File: src/rtl/line_fill_packer.sv
// Refill packer: collects single-word AXI R beats into WR_M_DATA_SIZE-word groups for the cache data array.
// Optional FILL_RESP_CHECK_EN: flags bad rresp / misplaced rlast in err and truncates the fill on an early rlast.
module line_fill_packer #(
    parameter int DATA_SIZE      = 32,
    parameter int BLOCK_SIZE     = 6,
    parameter int WR_M_DATA_SIZE = 4
) (
    input  logic                                clk,
    input  logic                                rst,
    input  logic                                start,
    input  logic [BLOCK_SIZE-1:0]               start_block,
    input  logic                                rvalid,
    output logic                                rready,
    input  logic [DATA_SIZE-1:0]                rdata,
    input  logic                                rlast,
    input  logic [1:0]                          rresp,
    output logic                                fill_we,
    output logic [WR_M_DATA_SIZE*DATA_SIZE-1:0] fill_data,
    output logic [BLOCK_SIZE-1:0]               fill_counter,
    output logic                                busy,
    output logic                                done,
    output logic                                err
);
    localparam int BLOCKS = 1 << BLOCK_SIZE;
    localparam int GROUPS = BLOCKS / WR_M_DATA_SIZE;
    localparam int GW     = WR_M_DATA_SIZE * DATA_SIZE;
    localparam int SLOT_W = (WR_M_DATA_SIZE > 1) ? $clog2(WR_M_DATA_SIZE) : 1;
    localparam int GL_W   = $clog2(GROUPS + 1);
    localparam logic [BLOCK_SIZE-1:0] ALIGN_MASK = ~BLOCK_SIZE'(WR_M_DATA_SIZE - 1);
    localparam logic [BLOCK_SIZE-1:0] STEP       = BLOCK_SIZE'(WR_M_DATA_SIZE);

    typedef enum logic [1:0] {IDLE, COLLECT, WRITE, DONE} state_t;

    state_t              state_reg;
    logic [SLOT_W-1:0]   slot_reg;
    logic [GL_W-1:0]     groups_left_reg;
    logic [GW-1:0]       group_reg;
    logic [GW-1:0]       group_next;
    logic [GW-1:0]       fill_data_reg;
    logic [BLOCK_SIZE-1:0] fill_counter_reg;
    logic                rready_reg;
    logic                fill_we_reg;
    logic                busy_reg;
    logic                done_reg;
    logic                err_reg;
    logic                stop_reg;
    logic                accept;
    logic                last_slot;
    logic                early_last;
    logic                beat_err;

    assign accept    = rvalid & rready_reg;
    assign last_slot = (slot_reg == SLOT_W'(WR_M_DATA_SIZE - 1));

    // Slots below the current one keep collected beats, the current slot takes rdata,
    // and slots above read as zero so a truncated group is zero-filled for free.
    genvar gi;
    generate
        for (gi = 0; gi < WR_M_DATA_SIZE; gi++) begin : g_elem
            assign group_next[gi*DATA_SIZE +: DATA_SIZE] =
                (SLOT_W'(gi) < slot_reg)  ? group_reg[gi*DATA_SIZE +: DATA_SIZE] :
                (SLOT_W'(gi) == slot_reg) ? rdata : '0;
        end
    endgenerate

`ifdef FILL_RESP_CHECK_EN
    logic [BLOCK_SIZE-1:0] beat_reg;
    logic                  final_beat;

    assign final_beat = (beat_reg == BLOCK_SIZE'(BLOCKS - 1));
    assign early_last = rlast & ~final_beat;
    assign beat_err   = (rresp != 2'b00) | (rlast != final_beat);

    always_ff @(posedge clk) begin
        if (rst || (state_reg == IDLE)) begin
            beat_reg <= '0;
        end else if (accept) begin
            beat_reg <= beat_reg + 1'b1;
        end
    end
`else
    logic unused_resp;
    assign unused_resp = ^{rresp, rlast};
    assign early_last  = 1'b0;
    assign beat_err    = 1'b0;
`endif

    always_ff @(posedge clk) begin
        if (rst) begin
            state_reg        <= IDLE;
            slot_reg         <= '0;
            groups_left_reg  <= '0;
            group_reg        <= '0;
            fill_data_reg    <= '0;
            fill_counter_reg <= '0;
            rready_reg       <= 1'b0;
            fill_we_reg      <= 1'b0;
            busy_reg         <= 1'b0;
            done_reg         <= 1'b0;
            err_reg          <= 1'b0;
            stop_reg         <= 1'b0;
        end else begin
            fill_we_reg <= 1'b0;
            done_reg    <= 1'b0;
            case (state_reg)
                IDLE: begin
                    if (start) begin
                        state_reg        <= COLLECT;
                        fill_counter_reg <= start_block & ALIGN_MASK;
                        slot_reg         <= '0;
                        groups_left_reg  <= GL_W'(GROUPS);
                        err_reg          <= 1'b0;
                        stop_reg         <= 1'b0;
                        rready_reg       <= 1'b1;
                        busy_reg         <= 1'b1;
                    end
                end
                COLLECT: begin
                    if (accept) begin
                        group_reg <= group_next;
                        slot_reg  <= slot_reg + 1'b1;
                        if (beat_err) begin
                            err_reg <= 1'b1;
                        end
                        if (last_slot || early_last) begin
                            fill_data_reg <= group_next;
                            fill_we_reg   <= 1'b1;
                            rready_reg    <= 1'b0;
                            stop_reg      <= early_last;
                            state_reg     <= WRITE;
                        end
                    end
                end
                WRITE: begin
                    // fill_counter advances only after the pulse so it names element 0 while fill_we is high
                    fill_counter_reg <= fill_counter_reg + STEP;
                    slot_reg         <= '0;
                    groups_left_reg  <= groups_left_reg - 1'b1;
                    if ((groups_left_reg == GL_W'(1)) || stop_reg) begin
                        done_reg  <= 1'b1;
                        state_reg <= DONE;
                    end else begin
                        rready_reg <= 1'b1;
                        state_reg  <= COLLECT;
                    end
                end
                DONE: begin
                    busy_reg  <= 1'b0;
                    state_reg <= IDLE;
                end
                default: state_reg <= IDLE;
            endcase
        end
    end

    assign rready       = rready_reg;
    assign fill_we      = fill_we_reg;
    assign fill_data    = fill_data_reg;
    assign fill_counter = fill_counter_reg;
    assign busy         = busy_reg;
    assign done         = done_reg;
    assign err          = err_reg;
endmodule

File: config.mk
export PLATFORM = sky130hd
export DESIGN_NAME = line_fill_packer
export DESIGN_NICKNAME = d
export VERILOG_FILES = /design/src/rtl/line_fill_packer.sv
export SDC_FILE = /design/constraint.sdc
export NUM_CORES = 1
export LEC_CHECK = 0
export BUFFER_PORTS_ARGS = -buffer_cell sky130_fd_sc_hd__buf_2
export CORE_MARGIN = 2
export CORE_UTILIZATION = 59
export CTS_CLUSTER_SIZE = 8
export DETAILED_ROUTE_END_ITERATION = 6
export PLACE_DENSITY = 0.84
export SLEW_MARGIN = 15
export SYNTH_ARGS = -nofsm -noshare
export SYNTH_HDL_FRONTEND = slang
export SYNTH_SLANG_ARGS = --single-unit
File: constraint.sdc
create_clock -name clk -period 5.71 [get_ports clk]
set_input_delay 0.8565 -clock clk [delete_from_list [all_inputs] [get_ports clk]]
set_output_delay 0.8565 -clock clk [all_outputs]
set_load 0.02 [all_outputs]
# ---- After elaboration in Yosys (flattened, before gate mapping)
# Cells that the tools add are included.
dict set report op_classes {
  add_sub_neg 3
  order_cmp 4
  eq_ne 12
  muxes 30
  bitwise_logic 4
  n_reduce_logical 17
}
# cell count
set ops {}
lappend ops {{$mux W32} 8}
lappend ops {{$mux W2} 6}
lappend ops {{$pmux W6 S2} 1}
lappend ops {{$pmux W5 S2} 1}
lappend ops {{$reduce_and A3 Y1} 3}
lappend ops {{$ne A2 B2 Y1 const B} 4}
lappend ops {{$pmux W2 S4} 1}
lappend ops {{$mux W1} 7}
lappend ops {{$add A6 B3 Y6 const B} 1}
lappend ops {{$eq A2 B2 Y1 const B} 3}
lappend ops {{$mux W6} 1}
lappend ops {{$pmux W2 S3} 1}
lappend ops {{$reduce_and A2 Y1} 3}
lappend ops {{$reduce_bool A2 Y1} 3}
lappend ops {{$eq A5 B1 Y1 const B} 1}
lappend ops {{$mux W5} 1}
lappend ops {{$reduce_and A5 Y1} 1}
lappend ops {{$sub A5 B1 Y5 const B} 1}
lappend ops {{$eq A2 B2 Y1 const A} 2}
lappend ops {{$logic_not A2 Y1} 2}
lappend ops {{$lt A1 B2 Y1 const A} 2}
lappend ops {{$lt A2 B2 Y1 const A} 2}
lappend ops {{$pmux W1 S2} 2}
lappend ops {{$reduce_and A4 Y1} 1}
lappend ops {{other kinds (10)} 12}
dict set report totals {
  register_bits 276
  inputBits 45
  out_inout_bits 139
  word_cells 81
}

# ---- Depth between registers and ports, before layout
dict set report logic_depth {
  word_depth 4
  ltp_mapped 9
  depth_no_buf 5
}

# ---- Worst setup path before layout
# OpenSTA, ideal clock, no wires.
dict set report synth_path {
  path_type {reg-to-reg}
  start {register slot_reg[1]}
  end {register fill_data_reg[10] (netlist: fill_data[10])}
  setup_ns 0.086
  arrival_ns 1.843
  required_time_ns 5.624
  path_slack_ns 3.782
  stages_incl_launch_ff 9
  n_path_buf 4
  period_less_slack_ns 1.928
  cell_sequence {dfxtp_1 -> clkbuf_1 -> clkbuf_1 -> inv_1 -> ha_1 -> buf_2 -> buf_2 -> mux2i_1 -> a211oi_1}
}
dict set report synth_between {
  elab_chain_len 3
  elab_cells_between_ends 6
  cone_classes {1 x order compare; 1 x eq/ne; 2 x mux; 2 x reduce/logical}
}
# element line
set synth_rtl {}
lappend synth_rtl {{start, declared} 35} ;# logic [SLOT_W-1:0] slot_reg;
lappend synth_rtl {{start signal, assigned} 121} ;# slot_reg <= slot_reg + 1'b1;
lappend synth_rtl {{$logic_not A2 Y1} 62} ;# (SLOT_W'(gi) == slot_reg) ? rdata : '0;
lappend synth_rtl {{$mux W32} 62}
lappend synth_rtl {{$mux W32} 61} ;# (SLOT_W'(gi) < slot_reg) ? group_reg[gi*DATA_SIZE +: DATA_SIZE] :
lappend synth_rtl {{end signal, assigned} 126} ;# fill_data_reg <= group_next;
lappend synth_rtl {{end, declared} 39} ;# logic [GW-1:0] fill_data_reg;
# Several ways; a longest one is shown, not always the timed one.
# A chain may end at the register's enable or synchronous reset.

# ---- Final worst setup path
dict set report layout_path {
  start {register slot_reg[0]}
  end {register fill_data_reg[44] (netlist: fill_data[44])}
}
dict set report layout_between {
  elab_cells_between_ends 6
  cone_classes {1 x order compare; 2 x eq/ne; 2 x mux; 1 x reduce/logical}
}
# element line
set layout_rtl {}
lappend layout_rtl {{$eq A2 B2 Y1} 53} ;# assign last_slot = (slot_reg == SLOT_W'(WR_M_DATA_SIZE - 1));
lappend layout_rtl {{net last_slot} 48} ;# logic last_slot;
lappend layout_rtl {{$reduce_and A3 Y1 (no line)} n/a}
# The timed path passes the listed nets, and every way through them passes these cells.

==> flow_metrics.env <==
export IMPL_worstPathMaxFanout=97
export IMPL_antenna_found_initial=0
export IMPL_ys_seq_elements=241
export IMPL_fin_area_sq_um=11290
export IMPL_finalSetupViolCount=0
export IMPL_grt_total_usage=0.2887
export IMPL_num_io_pins=184
export IMPL_crit_top_cell="buf_4"
export IMPL_multiInputGateArea_sq_um=4239
export IMPL_powerDensity_nw_per_um2=325.4
export IMPL_gr_total_overflow=0
export IMPL_routed_via_density=6.264
export IMPL_maxCapViolCount=0
export IMPL_grt_pass1_vias=8181
export IMPL_path_class="register to register"
export IMPL_drive_gt1_frac=0.1967
export IMPL_cts_htree_levels=2
export IMPL_vias=8839
export IMPL_slew_headroom=0.3117
export IMPL_fin_nets=1246
export IMPL_avgRoutedWirePerCell_um=18.58
export IMPL_hpwl_um=14990
export IMPL_grt_pass1_wl_um=41770
export IMPL_yosys_top_cells_area="dfxtp_1 (50%), a21oi_1 (11%), a211oi_1 (7.5%)"
export IMPL_seq_area_frac_synth=0.5014
export IMPL_crit_chain="ha_4, inv_2, buf_4, nor2_4, buf_4, a211oi_1"
export IMPL_instances_no_fill=1411
export IMPL_fillCellCount=1256
export IMPL_synth_area_sq_um=9622
export IMPL_worst_ep_required_time_ps=6030
export IMPL_insertion_delay_ps=490
export IMPL_ctsResizeCount=0
export IMPL_cts_tree="built"
export IMPL_coreArea_sq_um=15890
export IMPL_drt_drc_violations_left=0
export IMPL_hold_ws_ps=461.0
export IMPL_grt_max_degree=124
export IMPL_synth_top_area_frac=0.5014
export IMPL_cpMaxStageDelayCell="nor2_4"
export IMPL_status="completed"
export IMPL_min_path_type="register to register"
export IMPL_synthArstFlopShare=0
export IMPL_synth_most_common_cell="dfxtp_1"
export IMPL_cp_arrival_ps=3570
export IMPL_max_freq_ghz=0.3075
export IMPL_place_area_sq_um=10360
export IMPL_die_y_um=131.7
export IMPL_synth_edf_count=0
export IMPL_synth_flop_cell="dfxtp_1"
export IMPL_largest_reg_flops=128
export IMPL_area_growth_pct=17.39
export IMPL_clk_pin_slew_ps=50
export IMPL_seq_area_sq_um=4825
export IMPL_detail_route_first_pass_iterations=5
export IMPL_ir_worst_vdd_mv=0.2876
export IMPL_postCtsHoldBufs=0
export IMPL_path_buf_inv=3
export IMPL_drtAntennaViolNets=0
export IMPL_power_leakage_nw=4.278
export IMPL_tightest_slew_ps=1033
export IMPL_place_gp_congestion=0.7869
export IMPL_synth_top_area_cell="dfxtp_1"
export IMPL_placementRows=46
export IMPL_skew_ps=11.51
export IMPL_period_share=0.5696
export IMPL_clockRootBuffer="clkbuf_16"
export IMPL_n_antenna_cell=0
export IMPL_postCtsSetupBuffers=0
export IMPL_hold_viol=0
export IMPL_synth_cell_types=36
export IMPL_die_width_um=131.7
export IMPL_cts_sinks=241
export IMPL_syn_inst=1095
export IMPL_rsz0062_at_grt="no"
export IMPL_endpoint_kind="register"
export IMPL_final_core_util=0.7110
export IMPL_port_buffers=175
export IMPL_start_kind="register"
export IMPL_layout_min_cycle_time_ps=3252
export IMPL_placedCellCount=1372
export IMPL_initial_core_util=0.6057
export IMPL_clockBufferDepth=3
export IMPL_synth_common_cells="dfxtp_1 (241), a21oi_1 (203), o21ai_0 (131), nand3_1 (103), a211oi_1 (96)"
export IMPL_fp_dieArea_sq_um=17340
export IMPL_wirelength_um=26210
export IMPL_avgSynthCellArea_sq_um=8.787
export IMPL_ys_warn_count=0
export IMPL_first_iter_violations=875
export IMPL_setup_tns_ps=0
export IMPL_worst_path_largest_cell_delay_ps=770
export IMPL_finalMaxSlewViolations=0
export IMPL_path_delay_family="buffers and inverters"
export IMPL_cts_made_buffers=36
[cell type report]
class,instances,share of cell area
flip-flops and latches,241,0.4272
multi-input cells,719,0.3753
repair buffers,188,0.08785
clock buffers,38,0.08231
well taps,216,0.02393
inverters,8,0.002659
clock inverters,1,0.0007755
[path summary, 6_finish.rpt]
path	startpoint	to	slack, ps	cells after the start
worst max-delay path	slot_reg[0]	fill_data[44]	2460	6
worst min-delay path	group_reg[72]	fill_data[72]	460	2
worst max register to register	slot_reg[0]	fill_data[44]	2460	6
worst min register to register	group_reg[72]	fill_data[72]	460	2
[power breakdown]
part	switching [W]	internal [W]
clock	0.000676	0.00113
combinational	0.000110	0.0000427
sequential	0.0000125	0.00170
[per-stage QoR]
stage,setup WS (ps),power [W]
3_3_place_gp,2592,0.001894
3_5_place_dp,2536,0.001897
6_report,2458,0.003676
2_1_floorplan,3782,0.001840
5_1_grt,2228,0.003790
4_1_cts,2513,0.003698
[cells in the final DEF, fill, tap and decap left out, types with 5 or more instances in the layout]
master,Yosys,routed
a21oi_1,203,203
o21ai_0,131,131
mux2i_1,33,33
inv_1,8,7
nand2_1,9,9
dfxtp_1,241,241
a211oi_1,96,96
a22oi_1,32,32
buf_2,43,174
nor2_1,39,39
ha_1,7,5
clkbuf_16,0,37
nand3_1,103,103
buf_4,7,12
nand4_1,33,33
nand2b_1,5,5
[kinds of logic (layout without fill, tap and decap cells)]
group,after synthesis,after routing,share of synthesized area
and+or+nand+nor,201,201,0.1066
DFF,241,241,0.5014
other,1,3,0.0003897
AOI/OAI and AO/OA,475,475,0.2856
adders and majority gates,7,7,0.009102
buffers and inverters,137,235,0.06255
muxes,33,33,0.03433
[worst min-delay path, stage by stage, from the launching register on]
cell and delay [ps]:
dfxtp_1 300, nand3_1 60, a21oi_1 50
[routing by layer]
metal | wire, um | up-vias | track usage
li1 | - | 4218 | -
met1 | 10600 | 4209 | 0.3624
met2 | 12910 | 346 | 0.4831
met3 | 1674 | 66 | 0.05903
met4 | 1026 | 0 | 0.1262
met5 | 0 | - | 0
Note: power is estimated with default switching activity, not from simulation.
